<file path="config.mk">
export PLATFORM = sky130hd
export DESIGN_NAME = uart_rx
export DESIGN_NICKNAME = d
export VERILOG_FILES = /design/src/rtl/uart_pkg.sv /design/src/rtl/sync_2ff.sv /design/src/rtl/uart_rx.sv
export SDC_FILE = /design/constraint.sdc
export NUM_CORES = 1
export LEC_CHECK = 0
export ABC_AREA = 1
export BUFFER_PORTS_ARGS = -buffer_cell sky130_fd_sc_hd__buf_2
export CORE_MARGIN = 5
export CORE_UTILIZATION = 50
export DETAILED_ROUTE_END_ITERATION = 8
export PLACE_DENSITY = 0.65
export SYNTH_ARGS = -nofsm -noshare
export SYNTH_HDL_FRONTEND = slang
export SYNTH_SLANG_ARGS = --single-unit
</file>
<file path="constraint.sdc">
create_clock -name i_clk -period 1.7 [get_ports i_clk]
set_input_delay 0.17 -clock i_clk [delete_from_list [all_inputs] [get_ports i_clk]]
set_output_delay 0.17 -clock i_clk [all_outputs]
set_load 0.005 [all_outputs]
</file>
<file path="src/rtl/uart_pkg.sv">
// rtl/uart_pkg.sv - shared receiver state type and baud divider helper
package uart_pkg;

  typedef enum logic [2:0] {
    IDLE,
    START,
    DATA,
`ifdef UART_RX_PARITY_EN
    PARITY,
`endif
    STOP,
    WAIT_IDLE
  } rx_state_t;

  function automatic int clocks_per_baud(input int sysclock, input int baudrate);
    return sysclock / baudrate;
  endfunction

endpackage

</file>
<file path="src/rtl/sync_2ff.sv">
// rtl/sync_2ff.sv - two-flop synchronizer, resets to the idle-high line level
module sync_2ff (
  input  logic i_clk,
  input  logic i_rst_n,
  input  logic async_in,
  output logic sync_out
);

  logic meta;

  always_ff @(posedge i_clk or negedge i_rst_n) begin
    if (!i_rst_n) begin
      meta     <= 1'b1;
      sync_out <= 1'b1;
    end else begin
      meta     <= async_in;
      sync_out <= meta;
    end
  end

endmodule

</file>
<file path="src/rtl/uart_rx.sv">
// rtl/uart_rx.sv - 8N1 UART receiver; define UART_RX_PARITY_EN for 8E1 with o_parity_err
module uart_rx
  import uart_pkg::*;
#(
  parameter int BAUDRATE = 115200,
  parameter int SYSCLOCK = 100000000
) (
  input  logic       i_clk,
  input  logic       i_rst_n,
  input  logic       i_uart_rx,
  input  logic       i_ack,
  output logic [7:0] o_data,
  output logic       o_valid,
  output logic       o_frame_err,
  output logic       o_overrun,
  output logic       o_busy
`ifdef UART_RX_PARITY_EN
  ,
  output logic       o_parity_err
`endif
);

  localparam int CPB   = clocks_per_baud(SYSCLOCK, BAUDRATE);
  localparam int CNT_W = $clog2(CPB);
  localparam logic [CNT_W-1:0] HALF_LOAD = CNT_W'(CPB / 2 - 1);
  localparam logic [CNT_W-1:0] FULL_LOAD = CNT_W'(CPB - 1);
  localparam logic [CNT_W-1:0] CNT_ONE   = CNT_W'(1);

  logic             rx_s;
  rx_state_t        state;
  logic [CNT_W-1:0] cnt;
  logic [2:0]       bit_idx;
  logic [7:0]       shift;
`ifdef UART_RX_PARITY_EN
  logic             par_err;
`endif

  sync_2ff u_sync (
    .i_clk    (i_clk),
    .i_rst_n  (i_rst_n),
    .async_in (i_uart_rx),
    .sync_out (rx_s)
  );

  always_ff @(posedge i_clk or negedge i_rst_n) begin
    if (!i_rst_n) begin
      state       <= IDLE;
      cnt         <= '0;
      bit_idx     <= '0;
      shift       <= '0;
      o_data      <= '0;
      o_valid     <= 1'b0;
      o_frame_err <= 1'b0;
      o_overrun   <= 1'b0;
      o_busy      <= 1'b0;
`ifdef UART_RX_PARITY_EN
      par_err      <= 1'b0;
      o_parity_err <= 1'b0;
`endif
    end else begin
      o_frame_err <= 1'b0;
      o_overrun   <= 1'b0;
`ifdef UART_RX_PARITY_EN
      o_parity_err <= 1'b0;
`endif
      // A delivery later in this block overrides this clear, so ack never loses a new byte.
      if (i_ack && o_valid) o_valid <= 1'b0;

      case (state)
        IDLE: begin
          if (!rx_s) begin
            state  <= START;
            cnt    <= HALF_LOAD;
            o_busy <= 1'b1;
          end
        end

        START: begin
          if (cnt != '0) begin
            cnt <= cnt - CNT_ONE;
          end else if (!rx_s) begin
            state   <= DATA;
            cnt     <= FULL_LOAD;
            bit_idx <= '0;
          end else begin
            state  <= IDLE;
            o_busy <= 1'b0;
          end
        end

        DATA: begin
          if (cnt != '0) begin
            cnt <= cnt - CNT_ONE;
          end else begin
            shift   <= {rx_s, shift[7:1]};
            cnt     <= FULL_LOAD;
            bit_idx <= bit_idx + 3'd1;
            if (bit_idx == 3'd7) begin
`ifdef UART_RX_PARITY_EN
              state <= PARITY;
`else
              state <= STOP;
`endif
            end
          end
        end

`ifdef UART_RX_PARITY_EN
        PARITY: begin
          if (cnt != '0) begin
            cnt <= cnt - CNT_ONE;
          end else begin
            // Even parity: the parity bit must equal the XOR of the data bits.
            par_err <= rx_s ^ (^shift);
            cnt     <= FULL_LOAD;
            state   <= STOP;
          end
        end
`endif

        STOP: begin
          if (cnt != '0) begin
            cnt <= cnt - CNT_ONE;
          end else if (rx_s) begin
            state     <= IDLE;
            o_busy    <= 1'b0;
            o_data    <= shift;
            o_valid   <= 1'b1;
            o_overrun <= o_valid && !i_ack;
`ifdef UART_RX_PARITY_EN
            o_parity_err <= par_err;
`endif
          end else begin
            state       <= WAIT_IDLE;
            o_frame_err <= 1'b1;
          end
        end

        WAIT_IDLE: begin
          if (rx_s) begin
            state  <= IDLE;
            o_busy <= 1'b0;
          end
        end

        default: begin
          state  <= IDLE;
          o_busy <= 1'b0;
        end
      endcase
    end
  end

endmodule

</file>
==> results.md, run 1 <==
- Status: finished, final reports clean
- Synth warn: 0
- Vias in the first global route: 1,411
- Top post-synthesis cells by area: sky130_fd_sc_hd__dfrtp_1 45%, sky130_fd_sc_hd__nand2_1 14%, sky130_fd_sc_hd__inv_1 4.7%
- Number of optimization iterations in the first detailed-route pass: 4
- Number of DRC markers after the initial detailed-route iteration: 105
- Post-synthesis average cell area: 8.40 µm²
- Number of flops mapped to enable cells by yosys: 0
- Starting utilization of the core area: 52.9%
- Number of nets still failing antenna checks after routing: 0
- Clock tree from TritonCTS: done
- Post-synthesis instance area: 1980 µm²
- Most instantiated flip-flop cell in the synthesis netlist: sky130_fd_sc_hd__dfrtp_1
- Synth Register Bits: 38
- Global-route wire length before repair: 6.26 mm
- Skew-Pair Late Insertion Delay: 0.29 ns
- Final period demand of the worst path: 1.58 ns
- Fraction of synthesized cell area taken by the top area cell type: 45.5%
- Most used standard cell by instance count after synthesis: sky130_fd_sc_hd__nand2_1
- Post-synth top cells: 72 x sky130_fd_sc_hd__nand2_1, 36 x sky130_fd_sc_hd__dfrtp_1, 25 x sky130_fd_sc_hd__inv_1
- Level count of the clock H-tree: 2
- Cell taking the most area after synthesis: sky130_fd_sc_hd__dfrtp_1
- Nets: 272
- Die Outline Area: 5320 µm²
- Area added between synthesis and finish: 16.2%
- Worst vdd ir: 0.000694 V
- N_diodes: 0
- Clock tree sinks: 38
- Worst Skew: 0.00327 ns
- Worst EP required: 1.88 ns
- Number of top-level pins: 16
- Place WS: 0.0571 ns
- Portion of the post-synthesis area used by sequential elements: 48.1%
- Achievable clock frequency: 0.635 GHz
- Total of buffers placed on input and output ports: 15
- Synth unique cells: 31
- Type of element launching the critical path: register
- Total global routing overflow: 0
- Syn nets: 244
- Number of vias per cell after detailed routing: 4.89
- Async set-or-reset flop fraction in the synthesized netlist: 100%
- Crit path DAT: 1.75 ns
- Total leakage power: 1.21 nW
- Max-slew headroom at the worst pin: 70.8%
- Total number of vias: 1,532
- Fin util: 61.5%
- Initial antenna violation count: 0
- Count of mapped cells out of synthesis: 236
- Pin count of the biggest net entering global routing: 21
- Fraction of the cycle the final worst path needs: 92.7%
- Minimum setup slack in the final design: 0.125 ns
- Post-synthesis share of cell area spent on xor and xnor gates: 1.77%
- Slew of the pin with the lowest slew margin: 0.438 ns
- Dominant combinational cell family by area after synthesis: simple AND/OR/NAND/NOR gates
- Inserted Clock Buffers: 5
- CORE AREA: 3740 µm²
- Maxcap violations: 0
- Routed wirelength normalized by instance count: 11.7 µm
- Unrepaired setup endpoints after global routing: yes
- Simple-gate area share of the yosys netlist: 28.4%
- Post-placement cell count: 300
- Crit end category: register
- Chip Width: 73.0 µm
- Fin. max-slew vios: 0
- P per Cell Area: 688 nW/µm²
- Fraction of layout instances using a drive strength above 1: 24.5%
- Placed wire-length estimate after detailed placement: 2.65 mm
- Clk pin slew, worst setup/hold paths: 0.07 ns
- Proportion of synthesized area in mux cells: 0%
- Final number of hold-violating endpoints: 0
- Compound-Gate Fraction of Synth Area: 11.5%
- Library cell used as clock root buffer: sky130_fd_sc_hd__clkbuf_8
- Total number of placement rows: 22
- Chip Height: 73.0 µm
- Global placement routability congestion: 0.820
- Final wirelength: 3.66 mm
- Total setup violations reported at the end of the flow: 0
- Total routing usage reported by global routing: 15.3%
- Arithmetic-cell share of the synthesized area counting full adders, half adders and majority gates: 2.53%
- Path class of the lowest-slack min-delay path: in -> reg
- Number of buffers on the longest clock path: 2
- Critical-path maximum fanout: 10
- DR DRC count: 0
- Count of placed standard cells in the final layout, fillers left out: 313
- Critical setup path kind: reg -> reg
flip-flops by register name (all words and copies together), names as in the netlist:
signal,flops
o_busy,1
u_sync.meta,1
bit_idx,3
state,3
shift,8
o_frame_err,1
o_overrun,1
o_valid,1
u_sync.sync_out,1
cnt,10
o_data,8
path summary, 6_finish.rpt:
kind	start	endpoint	slack, ns	depth (start not counted)
max	cnt[1]$_DFFE_PN0P_	o_data[0]$_DFFE_PN0P_	0.12	9
min	i_ack	o_overrun$_DFF_PN0_	0.14	4
max reg2reg	cnt[1]$_DFFE_PN0P_	o_data[0]$_DFFE_PN0P_	0.12	9
min reg2reg	u_sync.meta$_DFF_PN1_	u_sync.sync_out$_DFF_PN1_	0.36	0
max in group asynchronous	i_rst_n	state[0]$_DFFE_PN0P_	0.90	3
min in group asynchronous	i_rst_n	shift[4]$_DFFE_PN0P_	0.35	2
cells in the final DEF (no fill, tap or decap), types with 3 or more instances in the layout:
| cell | count |
|---|---|
| sky130_fd_sc_hd__nand2_1 | 71 |
| sky130_fd_sc_hd__a21oi_1 | 5 |
| sky130_fd_sc_hd__inv_2 | 3 |
| sky130_fd_sc_hd__ha_1 | 4 |
| sky130_fd_sc_hd__nor2_4 | 3 |
| sky130_fd_sc_hd__nor2_1 | 16 |
| sky130_fd_sc_hd__nand3_2 | 3 |
| sky130_fd_sc_hd__inv_1 | 25 |
| sky130_fd_sc_hd__nand3_4 | 3 |
| sky130_fd_sc_hd__buf_4 | 4 |
| sky130_fd_sc_hd__buf_2 | 15 |
| sky130_fd_sc_hd__clkbuf_8 | 6 |
| sky130_fd_sc_hd__nand4_1 | 3 |
| sky130_fd_sc_hd__o21ai_0 | 16 |
| sky130_fd_sc_hd__o21ai_2 | 9 |
| sky130_fd_sc_hd__dfrtp_1 | 36 |
| sky130_fd_sc_hd__nand3_1 | 13 |
final cells by class:
type                       count  area [µm²]
clock buffer                   6        82.6
clock inverter                 2        12.5
fill                         337        1440
inverter                      31         123
multi-input combinational    165         906
sequential                    38         953
tap                           48        60.1
timing repair buffer          23         165
routing by layer:
| metal | share of wire [%] | global-route usage, % | up-vias |
|---|---|---|---|
| li1 | - | - | 805 |
| met1 | 52 | 21.9 | 697 |
| met2 | 42 | 21.2 | 23 |
| met3 | 4.1 | 4.82 | 7 |
| met4 | 1.7 | 6.35 | 0 |
| met5 | 0 | 0 | - |
timing repair:
| action | 4_1_cts | 5_1_grt |
|---|---|---|
| setup buffers | 0 | 2 |
| resized for setup | 0 | 4 |
| hold buffers | 2 | 0 |
| hold endpoints to repair | 17 | 0 |
| setup endpoints to repair | 0 | 26 |
critical path, stage by stage (launching register included):
cell and delay, ns:
sky130_fd_sc_hd__dfrtp_1 0.40, sky130_fd_sc_hd__inv_1 0.08, sky130_fd_sc_hd__ha_1 0.14, sky130_fd_sc_hd__nand3_1 0.12, sky130_fd_sc_hd__nor2_4 0.17, sky130_fd_sc_hd__nand2_4 0.13
sky130_fd_sc_hd__clkinv_2 0.11, sky130_fd_sc_hd__nand3_4 0.14, sky130_fd_sc_hd__nand2_1 0.11, sky130_fd_sc_hd__o21ai_2 0.05
per-stage QoR:
stage / power (mW) / hold slack, ns / area [µm²] / TNS, ns
3_3_place_gp: 0.966 / 0.144 / 2130 / 0
5_1_grt: 1.66 / 0.167 / 2300 / -0.00608
2_1_floorplan: 0.935 / -0.126 / 1980 / 0
6_report: 1.58 / 0.145 / 2300 / 0
4_1_cts: 1.61 / 0.129 / 2240 / 0
3_5_place_dp: 0.966 / 0.144 / 2130 / 0
cell families after synthesis:
kind of cell,after synthesis
compound gates,36
xor+xnor,4
fa+ha+maj,4
buf+inv,34
flops,38
simple gates,120
power by group:
part | switching (mW) | leakage, nW | internal [mW] | total (mW)
clock | 0.308 | 0.0472 | 0.326 | 0.633
combinational | 0.0283 | 0.661 | 0.0144 | 0.0427
sequential | 0.00106 | 0.499 | 0.908 | 0.909
total | 0.337 | 1.21 | 1.25 | 1.58
(Power assumes the default switching activity.)
==> run 2: changes to the inputs <==
--- a/config.mk
+++ b/config.mk
@@ -10,7 +10,8 @@
 export CORE_MARGIN = 5
 export CORE_UTILIZATION = 50
 export DETAILED_ROUTE_END_ITERATION = 8
-export PLACE_DENSITY = 0.65
+export PLACE_DENSITY = 0.66
 export SYNTH_ARGS = -nofsm -noshare
 export SYNTH_HDL_FRONTEND = slang
+export SYNTH_HIERARCHICAL = 1
 export SYNTH_SLANG_ARGS = --single-unit
==> run 2 against run 1 <==
Effect of this change: final cell count fell by 2.2%; combinational power decreased by 25%; power down 0.95%; non-clock buffer count down 1; die area is 2.7% lower; first-iteration DRC count grew 16%; routed wire length decreased by 1.0%; sequential cell count unchanged; global-route usage is 0.22 points higher; area after synthesis shrank 3.1%; via count decreased by 1.2%; critical path type unchanged; largest cell class unchanged; largest power group unchanged; highest routed layer unchanged.
==> results.md, run 2 <==
- Count of mapped cells out of synthesis: 230 (was 236)
- Number of vias per cell after detailed routing: 4.94 (was 4.89)
- Count of filler cells inserted in the layout: 345 (was 337)
- Max-slew headroom at the worst pin: 69.3% (was 70.8%)
- Most frequent standard cell in the layout excluding fill and tap cells: sky130_fd_sc_hd__nand2_1 (unchanged)
- Nets: 265 (was 272)
- Library cell used as clock root buffer: sky130_fd_sc_hd__clkbuf_8 (unchanged)
- Type of element launching the critical path: register (unchanged)
- Achievable clock frequency: 0.636 GHz (was 0.635 GHz)
- Total global routing overflow: 0 (unchanged)
- Post-synth top cells: 70 x sky130_fd_sc_hd__nand2_1, 36 x sky130_fd_sc_hd__dfrtp_1, 27 x sky130_fd_sc_hd__nand3_1 (was 72 x sky130_fd_sc_hd__nand2_1, 36 x sky130_fd_sc_hd__dfrtp_1, 25 x sky130_fd_sc_hd__inv_1)
- Switching share of power: 20.8% (was 21.3%)
- Tot Pwr: 1.57 mW (was 1.58 mW)
- Number of optimization iterations in the first detailed-route pass: 4 (unchanged)
- Path class of the lowest-slack min-delay path: in -> reg (unchanged)
- Proportion of power drawn by the clock network: 39.9% (was 40.0%)
- Minimum setup slack in the final design: 0.128 ns (was 0.125 ns)
- Cell taking the most area after synthesis: sky130_fd_sc_hd__dfrtp_1 (unchanged)
- Count of buffer and inverter cells on the critical path: 2 (unchanged)
- Sequential share of power: 58.0% (was 57.3%)
- Die Outline Area: 5180 µm² (was 5320 µm²)
- Post-synthesis average cell area: 8.35 µm² (was 8.40 µm²)
- Fin. max-slew vios: 0 (unchanged)
- Post-synthesis instance area: 1920 µm² (was 1980 µm²)
- Routed wirelength normalized by instance count: 11.8 µm (was 11.7 µm)
- Chip Width: 72.0 µm (was 73.0 µm)
- Placed wire-length estimate after detailed placement: 2.61 mm (was 2.65 mm)
- Total setup violations reported at the end of the flow: 0 (unchanged)
- Vias in the first global route: 1,419 (was 1,411)
- Top post-synthesis cells by area: sky130_fd_sc_hd__dfrtp_1 47%, sky130_fd_sc_hd__nand2_1 14%, sky130_fd_sc_hd__nand3_1 7.0% (was sky130_fd_sc_hd__dfrtp_1 45%, sky130_fd_sc_hd__nand2_1 14%, sky130_fd_sc_hd__inv_1 4.7%)
- Worst vdd ir: 0.000664 V (was 0.000694 V)
- Final number of hold-violating endpoints: 0 (unchanged)
- Maxcap violations: 0 (unchanged)
- Status: finished, final reports clean (unchanged)
- Total number of placement rows: 22 (unchanged)
- Slew of the pin with the lowest slew margin: 0.460 ns (was 0.438 ns)
- Crit-path max cell delay: 0.40 ns (about the same)
- Worst Skew: 0.00466 ns (was 0.00327 ns)
- Clock tree from TritonCTS: done (unchanged)
- Number of DRC markers after the initial detailed-route iteration: 122 (was 105)
- Fraction of synthesized cell area taken by the top area cell type: 46.9% (was 45.5%)
- Synth Register Bits: 38 (unchanged)
- Most used standard cell by instance count after synthesis: sky130_fd_sc_hd__nand2_1 (unchanged)
- Number of flops mapped to enable cells by yosys: 0 (unchanged)
- Global placement routability congestion: 0.886 (was 0.820)
- Cell seen most often among critical-path stages: sky130_fd_sc_hd__nand2_1
- Fraction of the cycle the final worst path needs: 92.5% (was 92.7%)
- Inserted Clock Buffers: 5 (unchanged)
- Area added between synthesis and finish: 16.4% (was 16.2%)
- CORE AREA: 3690 µm² (was 3740 µm²)
- DR DRC count: 0 (unchanged)
- Synth unique cells: 23 (was 31)
- Starting utilization of the core area: 52.1% (was 52.9%)
- Critical setup path kind: reg -> reg (unchanged)
- Skew-Pair Late Insertion Delay: 0.29 ns (about the same)
- Fraction of layout instances using a drive strength above 1: 25.2% (was 24.5%)
- Syn nets: 238 (was 244)
- Critical-path maximum fanout: 5 (was 10)
- Gate power share: 2.1% (was 2.7%)
- Place WS: 0.0197 ns (was 0.0571 ns)
- Sum of negative setup slack: 0 ns (unchanged)
- Total routing usage reported by global routing: 15.5% (was 15.3%)
- Clk pin slew, worst setup/hold paths: 0.07 ns (about the same)
- Number of nets still failing antenna checks after routing: 0 (unchanged)
- Async set-or-reset flop fraction in the synthesized netlist: 100% (unchanged)
- Switching component of the power: 0.327 mW (was 0.337 mW)
- Chip Height: 72.0 µm (was 73.0 µm)
- Total number of vias: 1,513 (was 1,532)
- Worst path top cell family by delay: simple AND/OR/NAND/NOR gates (unchanged)
- Clock tree sinks: 38 (unchanged)
- Worst EP required: 1.93 ns (was 1.88 ns)
- Number of buffers on the longest clock path: 2 (unchanged)
- Final wirelength: 3.62 mm (was 3.66 mm)
- Hold Slack: 0.136 ns (was 0.145 ns)
- N_diodes: 0 (unchanged)
- P per Cell Area: 703 nW/µm² (was 688 nW/µm²)
- Global-route wire length before repair: 6.34 mm (was 6.26 mm)
- Crit-path cells: inv_2 -> ha_1 -> nand3_2 -> nor2_4 -> buf_6 -> nand4_1 -> nand3_1 -> nand2_1 -> nand2_1 (was inv_1 -> ha_1 -> nand3_1 -> nor2_4 -> nand2_4 -> clkinv_2 -> nand3_4 -> nand2_1 -> o21ai_2)
- Cell-internal power: 1.24 mW (was 1.25 mW)
- Synth warn: 6 (was 0)
- Flip-flop count of the largest register after layout: 10 (unchanged)
- Portion of the post-synthesis area used by sequential elements: 49.6% (was 48.1%)
- Level count of the clock H-tree: 2 (unchanged)
- Initial antenna violation count: 0 (unchanged)
- Regs by FF count: cnt: 10 flops, o_data: 8 flops, shift: 8 flops (unchanged)
- Standard cell with the maximum stage delay on the critical path: sky130_fd_sc_hd__dfrtp_1 (unchanged)
- Largest reg by FF count: cnt (unchanged)
- Top library cells by usage in the layout, fill and taps aside: 70 x sky130_fd_sc_hd__nand2_1, 36 x sky130_fd_sc_hd__dfrtp_1, 25 x sky130_fd_sc_hd__nand3_1 (was 71 x sky130_fd_sc_hd__nand2_1, 36 x sky130_fd_sc_hd__dfrtp_1, 25 x sky130_fd_sc_hd__inv_1)
- Crit end category: register (unchanged)
- Total of buffers placed on input and output ports: 15 (unchanged)
- Fin util: 60.6% (was 61.5%)
- Total leakage power: 1.14 nW (was 1.21 nW)
- Pin count of the biggest net entering global routing: 39 (was 21)
- Crit path DAT: 1.80 ns (was 1.75 ns)
- Most instantiated flip-flop cell in the synthesis netlist: sky130_fd_sc_hd__dfrtp_1 (unchanged)
- Final period demand of the worst path: 1.57 ns (was 1.58 ns)
- Number of top-level pins: 16 (unchanged)
==> run 2: cell count changes after synthesis, sizes merged, moves of 2 or more <==
cell	delta
o21ai	-5
nand4	+2
nand3	+11
a21oi	-4
nor2	-4
xnor2	-2
==> run 2: power by group through the flow <==
stage               clock network (mW)  registers, mW  logic [mW]
floorplan                            0          0.927     0.00572
finish                           0.627          0.911      0.0322
detailed placement                   0          0.928      0.0297
global route                     0.686          0.910      0.0386
global placement                     0          0.928      0.0297
CTS                              0.655          0.910      0.0331
==> run 2: final cells by class <==
type                    count  area, µm²  area share, %
clock buffers               6       82.6           3.70
well taps                  48       60.1           2.69
clock inverters             2       12.5          0.560
repair buffers             22        136           6.10
inverters                  30        120           5.38
multi-input cells         160        870           38.9
flip-flops and latches     38        953           42.7
==> run 2: metal layers <==
metal	global-route usage, %	routed length (µm)	up-vias
met2	23.8	1750	27
met3	4.16	156	5
met4	6.47	62	0
met5	0	0	-
met1	20.8	1650	688
li1	-	-	793
==> run 2: path summary, 6_finish.rpt <==
kind | from | to | slack (ns) | depth (start not counted)
max reg2reg | cnt[0]$_DFFE_PN0P_ | cnt[9]$_DFFE_PN0P_ | 0.13 | 9
max | cnt[0]$_DFFE_PN0P_ | cnt[9]$_DFFE_PN0P_ | 0.13 | 9
min | i_ack | o_overrun$_DFF_PN0_ | 0.14 | 4
min reg2reg | u_sync/meta$_DFF_PN1_ | u_sync/sync_out$_DFF_PN1_ | 0.36 | 0
min in group asynchronous | i_rst_n | state[0]$_DFFE_PN0P_ | 0.46 | 3
max in group asynchronous | i_rst_n | u_sync/meta$_DFF_PN1_ | 0.90 | 3
==> run 2: cell families (layout without fill, tap and decap cells) <==
kind of cell               count (synthesis)  after routing  synth area share [%]
DFF                                       38             38                  49.6
adders and majority gates                  4              4                  2.61
xor gates and xnor gates                   2              2                 0.912
and+or+nand+nor                          129            129                  30.8
AOI/OAI and AO/OA                         25             25                  8.86
buffers and inverters                     32             60                  7.17
==> run 2: worst register-to-register path, stage by stage, from the launching register on <==
cell and delay [ns]:
sky130_fd_sc_hd__dfrtp_1 0.40, sky130_fd_sc_hd__inv_2 0.09, sky130_fd_sc_hd__ha_1 0.16, sky130_fd_sc_hd__nand3_2 0.09, sky130_fd_sc_hd__nor2_4 0.21, sky130_fd_sc_hd__buf_6 0.14, sky130_fd_sc_hd__nand4_1 0.17, sky130_fd_sc_hd__nand3_1 0.15
sky130_fd_sc_hd__nand2_1 0.05, sky130_fd_sc_hd__nand2_1 0.05
==> run 2: stage by stage <==
step | cell area, µm² | cells
6_report | 2230 | 306
5_1_grt | 2230 | 306
4_1_cts | 2160 | 302
3_5_place_dp | 2040 | 292
3_3_place_gp | 2040 | 292
2_1_floorplan | 1920 | 230
==> run 2: repair_timing <==
action                     CTS  global route
hold endpoints to repair    37             0
setup endpoints to repair    0            29
gates resized for setup      0            10
hold buffers                 2             0
setup buffers                0             4
==> run 3: changes to the inputs <==
--- a/config.mk
+++ b/config.mk
@@ -8,9 +8,10 @@
 export ABC_AREA = 1
 export BUFFER_PORTS_ARGS = -buffer_cell sky130_fd_sc_hd__buf_2
 export CORE_MARGIN = 5
-export CORE_UTILIZATION = 50
+export CORE_UTILIZATION = 58
+export CTS_CLUSTER_DIAMETER = 120
 export DETAILED_ROUTE_END_ITERATION = 8
-export PLACE_DENSITY = 0.66
+export PLACE_DENSITY = 0.75
 export SYNTH_ARGS = -nofsm -noshare
 export SYNTH_HDL_FRONTEND = slang
 export SYNTH_HIERARCHICAL = 1
==> run 3 against run 2 <==
Effect of this change: die area decreased by 12%; non-clock buffer count decreased by 2; sequential cell count unchanged; combinational power increased by 12%; critical path type unchanged; count of clock-buffer cells in the layout unchanged; highest routed layer unchanged; critical path depth unchanged; largest power group unchanged.
==> results.md, run 3 (synthesized netlist as in run 2, its figures left out) <==
- Status: finished, final reports clean (unchanged)
- Gate power share: 2.3% (was 2.1%)
- Achievable clock frequency: 0.616 GHz (was 0.636 GHz)
- Final wirelength: 3.68 mm (was 3.62 mm)
- Total number of vias: 1,519 (was 1,513)
- Fraction of layout instances using a drive strength above 1: 24.2% (was 25.2%)
- Inserted Clock Buffers: 5 (unchanged)
- Clock tree from TritonCTS: done (unchanged)
- Die Outline Area: 4560 µm² (was 5180 µm²)
- Max-slew headroom at the worst pin: 72.3% (was 69.3%)
- Unrepaired setup endpoints after global routing: yes
- CORE AREA: 3100 µm² (was 3690 µm²)
- Number of buffers on the longest clock path: 2 (unchanged)
- Fin util: 71.3% (was 60.6%)
- Total global routing overflow: 0 (unchanged)
- Post-placement cell count: 288 (was 292)
- Maxcap violations: 0 (unchanged)
- Vias in the first global route: 1,539 (was 1,419)
- Worst Skew: 0.0106 ns (was 0.00466 ns)
- Clk pin slew, worst setup/hold paths: 0.11 ns (was 0.07 ns)
- Sequential share of power: 58.8% (was 58.0%)
- Total number of placement rows: 20 (was 22)
- Slew of the pin with the lowest slew margin: 0.415 ns (was 0.460 ns)
- Cell-internal power: 1.23 mW (was 1.24 mW)
- Clock tree sinks: 38 (unchanged)
- Top library cells by usage in the layout, fill and taps aside: 69 x sky130_fd_sc_hd__nand2_1, 36 x sky130_fd_sc_hd__dfrtp_1, 27 x sky130_fd_sc_hd__nand3_1 (was 70 x sky130_fd_sc_hd__nand2_1, 36 x sky130_fd_sc_hd__dfrtp_1, 25 x sky130_fd_sc_hd__nand3_1)
- Pin count of the biggest net entering global routing: 22 (was 39)
- Switching component of the power: 0.318 mW (was 0.327 mW)
- Fraction of the cycle the final worst path needs: 95.5% (was 92.5%)
- Path class of the lowest-slack min-delay path: in -> reg (unchanged)
- Startpoint of the lowest-slack hold path: i_ack (unchanged)
- Area taken by multi-input logic gates: 866 µm² (was 870 µm²)
- Proportion of power drawn by the clock network: 38.9% (was 39.9%)
- Library cell used as clock root buffer: sky130_fd_sc_hd__clkbuf_4 (was sky130_fd_sc_hd__clkbuf_8)
- Tot Pwr: 1.55 mW (was 1.57 mW)
- Routed wirelength normalized by instance count: 12.3 µm (was 11.8 µm)
- Cell depth of the worst hold path: 4 (unchanged)
- Placed wire-length estimate after detailed placement: 2.66 mm (was 2.61 mm)
- Worst EP required: 1.95 ns (was 1.93 ns)
- Number of nets still failing antenna checks after routing: 0 (unchanged)
- Register-to-register setup slack: 0.08 ns (was 0.13 ns)
- Skew-Pair Late Insertion Delay: 0.35 ns (was 0.29 ns)
- Count of placed standard cells in the final layout, fillers left out: 300 (was 306)
- Number of vias per cell after detailed routing: 5.06 (was 4.94)
- Chip Width: 67.5 µm (was 72.0 µm)
- Total of buffers placed on input and output ports: 15 (unchanged)
- Global-route wire length before repair: 6.65 mm (was 6.34 mm)
- Hold path endpoint: o_overrun$_DFF_PN0_ (unchanged)
- Area added between synthesis and finish: 15.2% (was 16.4%)
- Hold Slack: 0.0602 ns (was 0.136 ns)
- Starting utilization of the core area: 61.9% (was 52.1%)
- Level count of the clock H-tree: 2 (unchanged)
- Total leakage power: 1.13 nW (was 1.14 nW)
- Total routing usage reported by global routing: 19.7% (was 15.5%)
- Number of optimization iterations in the first detailed-route pass: 4 (unchanged)
- Crit end category: register (unchanged)
- Critical-path maximum fanout: 17 (was 5)
- Flip-flop and latch area: 953 µm² (unchanged)
- DR DRC count: 0 (unchanged)
- Number of top-level pins: 16 (unchanged)
- Global placement routability congestion: 0.917 (was 0.886)
- Start of the worst register-to-register path: cnt[0]$_DFFE_PN0P_ (unchanged)
- Number of DRC markers after the initial detailed-route iteration: 98 (was 122)
- P per Cell Area: 699 nW/µm² (was 703 nW/µm²)
- Chip Height: 67.5 µm (was 72.0 µm)
- Nets: 263 (was 265)
- Count of filler cells inserted in the layout: 259 (was 345)
- Final period demand of the worst path: 1.62 ns (was 1.57 ns)
- Largest reg by FF count: cnt (unchanged)
- Fin. max-slew vios: 0 (unchanged)
- Regs by FF count: cnt: 10 flops, o_data: 8 flops, shift: 8 flops (unchanged)
- Critical setup path kind: reg -> reg (unchanged)
- FF-to-FF path depth: 9 (unchanged)
- Worst flop-to-flop path endpoint: shift[1]$_DFFE_PN0P_ (was cnt[9]$_DFFE_PN0P_)
- Total setup violations reported at the end of the flow: 0 (unchanged)
- Switching share of power: 20.5% (was 20.8%)
- Most frequent standard cell in the layout excluding fill and tap cells: sky130_fd_sc_hd__nand2_1 (unchanged)
- Type of element launching the critical path: register (unchanged)
- Flip-flop count of the largest register after layout: 10 (unchanged)
- Initial antenna violation count: 0 (unchanged)
- Worst vdd ir: 0.000575 V (was 0.000664 V)
- Crit path DAT: 1.87 ns (was 1.80 ns)
- N_diodes: 0 (unchanged)
- Final number of hold-violating endpoints: 0 (unchanged)
run 3: cell count changes in the layout (fill, tap and decap cells not counted), moves of 2 or more:
cell                       previous run  this run
sky130_fd_sc_hd__buf_12               0         2
sky130_fd_sc_hd__buf_4                4         1
sky130_fd_sc_hd__clkbuf_4             0         5
sky130_fd_sc_hd__clkbuf_8             6         0
sky130_fd_sc_hd__nand3_1             25        27
sky130_fd_sc_hd__nand3_2              3         1
run 3: critical path, stage by stage (launching register included):
cell and delay [ns]:
sky130_fd_sc_hd__dfrtp_1 0.41, sky130_fd_sc_hd__inv_2 0.10, sky130_fd_sc_hd__ha_1 0.15, sky130_fd_sc_hd__nand3_1 0.11
sky130_fd_sc_hd__nor2_4 0.23, sky130_fd_sc_hd__nand2_4 0.12, sky130_fd_sc_hd__inv_6 0.13, sky130_fd_sc_hd__nand2_8 0.11
sky130_fd_sc_hd__nand2_1 0.11, sky130_fd_sc_hd__o21ai_2 0.05
run 3: power by group through the flow:
stage	clock network [mW]	logic, mW	registers [mW]
after global routing	0.656	0.0435	0.911
final	0.601	0.0360	0.910
after CTS	0.626	0.0373	0.910
after detailed placement	0	0.0334	0.928
after global placement	0	0.0333	0.928
after floorplan	0	0.00572	0.927
run 3: area by class of cell:
| type | count | share of cell area (%) |
|---|---|---|
| clock buffer | 6 | 1.87 |
| clock inverter | 2 | 1.70 |
| inverter | 30 | 5.31 |
| multi-input combinational | 160 | 39.1 |
| sequential | 38 | 43.1 |
| tap | 44 | 2.49 |
| timing repair buffer | 20 | 6.44 |
run 3: worst max-delay path by stage:
stage / startpoint / slack [ns] / endpoint / depth (start not counted)
finish: cnt[0]$_DFFE_PN0P_ / 0.08 / shift[1]$_DFFE_PN0P_ / 9
global route: cnt[0]$_DFFE_PN0P_ / -0.03 / shift[1]$_DFFE_PN0P_ / 9
CTS: cnt[0]$_DFFE_PN0P_ / 0.01 / cnt[8]$_DFFE_PN0P_ / 9
detailed placement: cnt[0]$_DFFE_PN0P_ / -0.005 / cnt[8]$_DFFE_PN0P_ / 9
global placement: cnt[0]$_DFFE_PN0P_ / 0.08 / cnt[5]$_DFFE_PN0P_ / 9
floorplan: cnt[0]$_DFFE_PN0P_ / 0.17 / shift[6]$_DFFE_PN0P_ / 10
run 3: stage by stage:
step	cell area (µm²)	setup TNS [ns]	setup slack, ns
floorplan	1920	0	0.168
global placement	2050	0	0.0772
detailed placement	2050	-0.00548	-0.00548
CTS	2150	0	0.0106
global route	2210	-0.387	-0.0339
finish	2210	0	0.0770
run 3: what timing repair did:
action	4_1_cts	5_1_grt
buffers inserted	0	2
hold endpoints to repair	16	0
pin swaps	0	1
endpoints found under the setup margin	2	26
hold buffers	2	0
resized for setup	1	7
run 3: routing by layer:
| layer | up-vias | GRT usage [%] | part of all wire (%) |
|---|---|---|---|
| met3 | 10 | 5.32 | 4.0 |
| li1 | 787 | - | - |
| met5 | - | 0 | 0 |
| met2 | 27 | 31.8 | 48 |
| met4 | 0 | 10.4 | 2.5 |
| met1 | 695 | 23.8 | 45 |
